`src/rtl/tdm_multiplexer_pkg.sv`:
```
// Purpose : shared channel-count and selector definitions for the TDM mux/demux pair.
// Latency : n/a (declarations only).
// Backpres: n/a.
//
// Contents: N_CH (number of TDM channels), SEL_W (selector width), sel_t.
package tdm_pkg;

   localparam int N_CH  = 4;
   localparam int SEL_W = 2;

   typedef logic [SEL_W-1:0] sel_t;

endpackage

```
`src/rtl/tdm_multiplexer_rr_arbiter4.sv`:
```
// Purpose : four-way round-robin arbiter, priority starts at ptr and wraps.
// Latency : purely combinational, zero cycles.
// Backpres: none; the caller qualifies grant with its own load enable.
//
// Ports:
//   req[3:0]   requesting channels
//   ptr        highest-priority channel this cycle
//   grant[3:0] one-hot grant, zero when no request
//   grant_idx  encoded grant (0 when no request)
module rr_arbiter4
   import tdm_pkg::*;
(
   input  logic [N_CH-1:0]  req,
   input  logic [SEL_W-1:0] ptr,
   output logic [N_CH-1:0]  grant,
   output logic [SEL_W-1:0] grant_idx
);

   sel_t idx;
   logic found;

   always_comb begin
      grant     = '0;
      grant_idx = '0;
      found     = 1'b0;
      idx       = '0;
      for (int off = 0; off < N_CH; off++) begin
         // 2-bit addition wraps modulo 4, giving the ptr, ptr+1, ... order.
         idx = ptr + sel_t'(off);
         if (!found && req[idx]) begin
            grant[idx] = 1'b1;
            grant_idx  = idx;
            found      = 1'b1;
         end
      end
   end

endmodule

```
`src/rtl/tdm_multiplexer.sv`:
```
// Purpose : merge four valid/ready streams round-robin onto one tagged output word.
// Latency : one cycle; a word accepted at edge N appears on f/selector after edge N.
// Backpres: output register stalls while out_valid && !out_ready; all in_ready drop.
//
// Ports:
//   clk, rst         clock, asynchronous active-high reset
//   in_data[4*W-1:0] channel i at [i*WIDTH +: WIDTH]
//   in_valid[3:0]    per-channel word present
//   in_ready[3:0]    per-channel accept (combinational, at most one high)
//   f, selector      registered output word and its source channel
//   out_valid        output register holds a word
//   out_ready        downstream accepts the word
module tdm_multiplexer
   import tdm_pkg::*;
#(
   parameter int WIDTH = 1
)
(
   input  logic                  clk,
   input  logic                  rst,
   input  logic [4*WIDTH-1:0]    in_data,
   input  logic [3:0]            in_valid,
   output logic [3:0]            in_ready,
   output logic [WIDTH-1:0]      f,
   output logic [SEL_W-1:0]      selector,
   output logic                  out_valid,
   input  logic                  out_ready
);

   sel_t             ptr;
   logic [N_CH-1:0]  grant;
   sel_t             grant_idx;
   logic             load_en;
   logic             in_xfer;
   logic [WIDTH-1:0] sel_data;

   rr_arbiter4 u_arb (
      .req       (in_valid),
      .ptr       (ptr),
      .grant     (grant),
      .grant_idx (grant_idx)
   );

   // The output register can be refilled when empty or being drained this cycle.
   assign load_en  = !out_valid || out_ready;

   // Grant is a subset of in_valid, so any in_ready bit is an input transfer.
   assign in_ready = rst ? '0 : (grant & {N_CH{load_en}});
   assign in_xfer  = |in_ready;

   assign sel_data = in_data[grant_idx*WIDTH +: WIDTH];

   always_ff @(posedge clk or posedge rst) begin
      if (rst) begin
         f         <= '0;
         selector  <= '0;
         out_valid <= 1'b0;
         ptr       <= '0;
      end else if (in_xfer) begin
         f         <= sel_data;
         selector  <= grant_idx;
         out_valid <= 1'b1;
         // The channel just served drops to lowest priority.
         ptr       <= grant_idx + sel_t'(1);
      end else if (out_valid && out_ready) begin
         out_valid <= 1'b0;
      end
   end

endmodule

```
`config.mk`:
```
export PLATFORM = sky130hd
export DESIGN_NAME = tdm_multiplexer
export DESIGN_NICKNAME = d
export VERILOG_FILES = /design/src/rtl/tdm_multiplexer_pkg.sv /design/src/rtl/tdm_multiplexer_rr_arbiter4.sv /design/src/rtl/tdm_multiplexer.sv
export SDC_FILE = /design/constraint.sdc
export NUM_CORES = 1
export LEC_CHECK = 0
export ABC_AREA = 1
export CAP_MARGIN = 20
export CELL_PAD_IN_SITES_DETAIL_PLACEMENT = 1
export CELL_PAD_IN_SITES_GLOBAL_PLACEMENT = 1
export CORE_MARGIN = 1
export CORE_UTILIZATION = 31
export DETAILED_ROUTE_END_ITERATION = 8
export PLACE_DENSITY_LB_ADDON = 0.1
export SKIP_LAST_GASP = 1
export SYNTH_ARGS = -nofsm -noshare
export SYNTH_HDL_FRONTEND = slang
export SYNTH_HIERARCHICAL = 1
export SYNTH_SLANG_ARGS = --single-unit
```
`constraint.sdc`:
```
create_clock -name clk -period 2.6 [get_ports clk]
set_clock_uncertainty 0.05 [all_clocks]
set_input_delay 0.78 -clock clk [delete_from_list [all_inputs] [get_ports clk]]
set_output_delay 0.78 -clock clk [all_outputs]
set_load 0.005 [all_outputs]
```
Yosys cells after proc, flatten, opt, wreduce, memory -nomap -nowiden
Index checks and enable logic that the tools add are counted.
{ "op_classes": {"n_addsub": 4, "magnitude_cmp": 8, "n_shift": 1, "mux": 30, "n_bitwise": 4, "n_reduce_logical": 15} }
{ "ops": {"columns": ["op", "count"], "rows": [
  ["$mux 4", 5],
  ["$mux 1", 13],
  ["$lt 2x3->1 const B", 4],
  ["$or 4x4->4", 3],
  ["$bmux 1 s2", 4],
  ["$demux 1 s2", 4],
  ["$ge 2x1->1 const B", 4],
  ["$logic_and 1x1->1", 8],
  ["$mux 2", 4],
  ["$add 2x1->2 const B", 2],
  ["$add 2x2->2 const B", 2],
  ["$and 4x4->4", 1],
  ["$logic_not 1->1", 4],
  ["$reduce_or 4->1", 1],
  ["$shiftx 4x3->1", 1],
  ["$reduce_bool 2->1", 1],
  ["$logic_or 1x1->1", 1]
]} }
{ "word_totals": {"reg_bits": 6, "input_bits": 11} }

Depth between registers and ports, before layout
{ "depth": {"word_depth": 16, "mapped_depth": 17, "ltp_nobuf": 16} }

By module
The synthesis kept the hierarchy.
{ "modules_own_cells": {"columns": ["mod", "instances", "cells_per_inst", "area_per_inst_um2", "seq_area_each_um2"], "rows": [
  ["rr_arbiter4", 1, 82, 476.7, 0.0],
  ["tdm_multiplexer", 1, 48, 374.1, 150.1]
]} }

Worst setup path before layout
OpenSTA, ideal clock, no wires.
{ "synth_timing": {"kind": "register to output", "startpoint": "reg ptr[1]", "endpoint": "out in_ready[0]", "arrival_ns": 1.747, "setup_slack_ns": 0.023, "stages_incl_launch_ff": 11, "path_cell_list": "dfrtp_1 > inv_1 > ha_1 > inv_1 > nand3_1 > nand2_2 > nor2_8 > nand3_1 > nand3_1 > nand2_1 > nor2_1"} }
{ "synth_between": {"elab_chain_len": 14, "word_cells_on_any_way": 49, "classes_between": "add/sub: 3; order compare: 8; mux: 24; bitwise: 4; reduce/logical: 10"} }
{ "synth_lines": {"columns": ["item", "line_no", "text"], "rows": [
  ["start, declared", "tdm_multiplexer.sv:30", "sel_t ptr;"],
  ["start signal, assigned", "tdm_multiplexer.sv:64", "ptr <= grant_idx + sel_t'(1);"],
  ["parallel branches: the longest is 11 deep, another holds $lt 2x3->1", null, null],
  ["$mux 4 (*)", "tdm_multiplexer_rr_arbiter4.sv:30", "if (!found && req[idx]) begin"],
  ["net grant[0]", "tdm_multiplexer.sv:31", "logic [N_CH-1:0] grant;"],
  ["$and 4x4->4 (*)", "tdm_multiplexer.sv:48", "assign in_ready = rst ? '0 : (grant & {N_CH{load_en}});"],
  ["$mux 4 (*)", "tdm_multiplexer.sv:48", null],
  ["end, declared", "tdm_multiplexer.sv:23", "output logic [3:0] in_ready,"]
]} }
Mark *: on every way through the listed nets, which the timed path passes. The select of a mux whose other input is x is not followed.

Worst setup path in the final report
{ "layout_timing": {"startpoint": "in in_valid[0]", "endpoint": "out in_ready[1]"} }
{ "layout_between": {"elab_chain_len": 14, "word_cells_on_any_way": 26, "classes_between": "mux: 16; bitwise: 4; reduce/logical: 6"} }
{ "layout_lines": {"columns": ["item", "line_no", "text"], "rows": [
  ["start, declared", "tdm_multiplexer.sv:22", "input logic [3:0] in_valid,"],
  ["$bmux 1 s2", "tdm_multiplexer_rr_arbiter4.sv:30", null],
  ["$mux 1 (implied by the code)", "tdm_multiplexer_rr_arbiter4.sv:30", null],
  ["$mux 1", "tdm_multiplexer_rr_arbiter4.sv:30", null],
  ["$logic_not 1->1", "tdm_multiplexer_rr_arbiter4.sv:30", null],
  ["$logic_and 1x1->1", "tdm_multiplexer_rr_arbiter4.sv:30", null],
  ["$mux 1", "tdm_multiplexer_rr_arbiter4.sv:30", null],
  ["$logic_not 1->1", "tdm_multiplexer_rr_arbiter4.sv:30", null],
  ["$logic_and 1x1->1", "tdm_multiplexer_rr_arbiter4.sv:30", null],
  ["$mux 1", "tdm_multiplexer_rr_arbiter4.sv:30", null],
  ["$logic_not 1->1", "tdm_multiplexer_rr_arbiter4.sv:30", null],
  ["$logic_and 1x1->1", "tdm_multiplexer_rr_arbiter4.sv:30", null],
  ["$mux 4 (*)", "tdm_multiplexer_rr_arbiter4.sv:30", null],
  ["net grant[1]", "tdm_multiplexer.sv:31", null],
  ["$and 4x4->4 (*)", "tdm_multiplexer.sv:48", null],
  ["$mux 4 (*)", "tdm_multiplexer.sv:48", null]
]} }
Mark *: on every way through the listed nets, which the timed path passes. The rest lies on a longest branch. The select of a mux whose other input is x is not followed.

==> impl_metrics.json <==
{
  "worst_slew_pin_slew_ns": 0.333,
  "io_pins": 19,
  "dr_total_vias": 1204,
  "drive_above_1_share_pct": 57.4,
  "max_stage_delay_ns": 0.19,
  "grt_pass1_vias": 1162,
  "min_path_type": "flop to flop",
  "antenna_found_initial": 0,
  "final_common_cell": "buf_4",
  "crit_buf_inv": 5,
  "cp_top_family": "simple AND/OR/NAND/NOR gates",
  "grt_pass1_wl_um": 5330,
  "detail-route-antenna-nets": 0,
  "hold_ws_ns": 0.476,
  "ys_seq_area_share_pct": 17.6,
  "die-area_um2": 2960,
  "finalWorstSetupSlack_ns": -0.378,
  "netlist_instances": 130,
  "htree_levels": 1,
  "numCtsBuffers": 3,
  "synth_seq_cells": 6,
  "max_freq_ghz": 0.336,
  "gp_congestion": 0.839,
  "dieWidth_um": 54.4,
  "fin_crit_ns": 2.98,
  "num-fill-cells": 314,
  "nets": 215,
  "port-buffer-count": 18,
  "wirelength_um": 4090,
  "end_kind": "output pin",
  "maxCapViolCount": 0,
  "slew_headroom_pct": 77.7,
  "violations": "setup timing",
  "drv_slew": 0,
  "cts_hold_buf": 0,
  "crit_path_top_delay_cell": "nor2_1",
  "post_drt_via_cell_ratio": 5.30,
  "crit_path_cell_trace": "buf_2 > inv_1 > nand2_2 > nand3_1 > nand2_2 > nand2_2 > inv_2 > buf_6 > nand3_1 > nand3_2 > nand2_1 > nor2_1 > buf_2",
  "syn_nets": 146,
  "clockBufferDepth": 2,
  "r2r_slack_ns": 0.16,
  "netlist_area_um2": 851,
  "root_buffer": "clkbuf_4",
  "grt_max_degree": 12,
  "area.growth.synth_to_final_pct": 95.7,
  "first_iter_violations": 14,
  "critPathMaxFanout": 3,
  "n_antenna_cell": 0,
  "grt.total_usage_pct": 25.4,
  "avgSynthCellArea_um2": 6.54,
  "core_um2": 2540,
  "synth.distinct_cells": 21,
  "arrival_ns": 2.15,
  "drc": 0,
  "setup_viol": 4,
  "path_clk_slew_ns": 0.05,
  "cts.sinks": 6,
  "final_cell_mix": "buf_4, nand2_1, nand3_1",
  "overflow": 0,
  "finalHoldViolations": 0,
  "status": "complete, but fails checks",
  "cp.required_ns": 1.77,
  "dieHeight_um": 54.4,
  "post-route-period-util_pct": 115,
  "initial_core_util_pct": 33.4,
  "cts_tree": "built",
  "yosysWarnings": 6,
  "wl_per_cell_um": 18.0,
  "crit_top_cell": "nand2_2",
  "row_count": 18,
  "place_hpwl_um": 2010,
  "worstSetupPathType": "input pin to output pin",
  "dr.pass1.iters": 4,
  "start_kind": "input pin",
  "insertion_delay_ns": 0.25,
  "rsz0062_at_grt": "true"
}
## sequential cells by signal (all words and copies together) (netlist names)
register,flops
ptr,2
selector,2
f,1
out_valid,1
## through the flow
stage | area (µm²) | setup TNS, ns | std cells | setup WS [ns] | utilization (%)
2_1_floorplan | 851 | 0 | 130 | 0.0227 | -
3_3_place_gp | 1210 | -4.85 | 198 | -0.869 | 47.7
3_5_place_dp | 1210 | -5.24 | 198 | -0.923 | 47.7
4_1_cts | 1560 | -1.34 | 225 | -0.161 | 61.2
5_1_grt | 1670 | -1.49 | 227 | -0.443 | 65.4
6_report | 1670 | -1.16 | 227 | -0.378 | 65.4
## path summary, 6_finish.rpt
check / start / endpoint / cells after the start
max: in_valid[0] / in_ready[1] / 13
min: selector[1] / selector[1] / 2
max reg2reg: ptr[0] / selector[0] / 17
min reg2reg: selector[1] / selector[1] / 2
max in group asynchronous: rst / ptr[0] / 3
min in group asynchronous: rst / selector[1] / 3
## metal layers
layer	vias up	GRT usage (%)	share of wire [%]
met5	-	0	0
met4	0	5.98	3.4
li1	566	-	-
met3	12	3.61	3.4
met2	39	47.8	53
met1	587	29.8	40
## what timing repair did
item                       CTS  global route
setup endpoints to repair    9            10
setup buffers               24             7
pin swaps                   28            22
resized for setup           78            24
## area by class of cell
class / instances / area [µm²] / area share [%]
clock buffers: 3 / 22.5 / 1.35
repair buffers: 65 / 562 / 33.7
inverters: 16 / 70.1 / 4.21
flip-flops and latches: 6 / 151 / 9.09
well taps: 30 / 37.5 / 2.25
multi-input cells: 107 / 822 / 49.4
## synthesized netlist by cell type
cell / n / area [µm²]
nand2_4: 4 / 45.0
o211ai_4: 2 / 42.5
o21ai_1: 2 / 10.0
nand2_1: 35 / 131
a21boi_0: 4 / 30.0
xor2_1: 1 / 8.76
or2_4: 1 / 8.76
inv_6: 1 / 8.76
nor2_1: 11 / 41.3
or2_1: 1 / 6.26
inv_1: 14 / 52.6
nor2_2: 1 / 6.26
nand3_1: 30 / 150
nand2_2: 3 / 18.8
inv_2: 1 / 3.75
buf_6: 1 / 11.3
dfrtp_1: 6 / 150
nor2_8: 1 / 20.0
ha_1: 5 / 62.6
nand3_4: 1 / 17.5
a21oi_1: 5 / 25.0
## cell families (layout without fill, tap and decap cells)
| group | count (synthesis) | after routing | share of synthesized area [%] |
|---|---|---|---|
| and+or+nand+nor | 88 | 88 | 52.4 |
| DFF | 6 | 6 | 17.6 |
| xor gates and xnor gates | 1 | 1 | 1.03 |
| AOI/OAI and AO/OA | 13 | 13 | 12.6 |
| adders and majority gates | 5 | 5 | 7.35 |
| buffers and inverters | 17 | 84 | 8.97 |
## worst register-to-register path, cell delays in order (launching register included)
cell and delay, ns:
dfrtp_2 0.40, clkinv_4 0.09, ha_4 0.31, inv_4 0.06, nand3_2 0.06, nand2_2 0.05
nand2_2 0.08, inv_2 0.05, buf_6 0.12, nand3_4 0.07, nand3_4 0.09, buf_6 0.12
buf_6 0.10, buf_4 0.13, o211ai_4 0.28, nand2_4 0.12, nand2_1 0.08, nand2_1 0.06
Power is not shown: default switching activity piles up to over one toggle a cycle in this logic, so the estimate is an artifact.
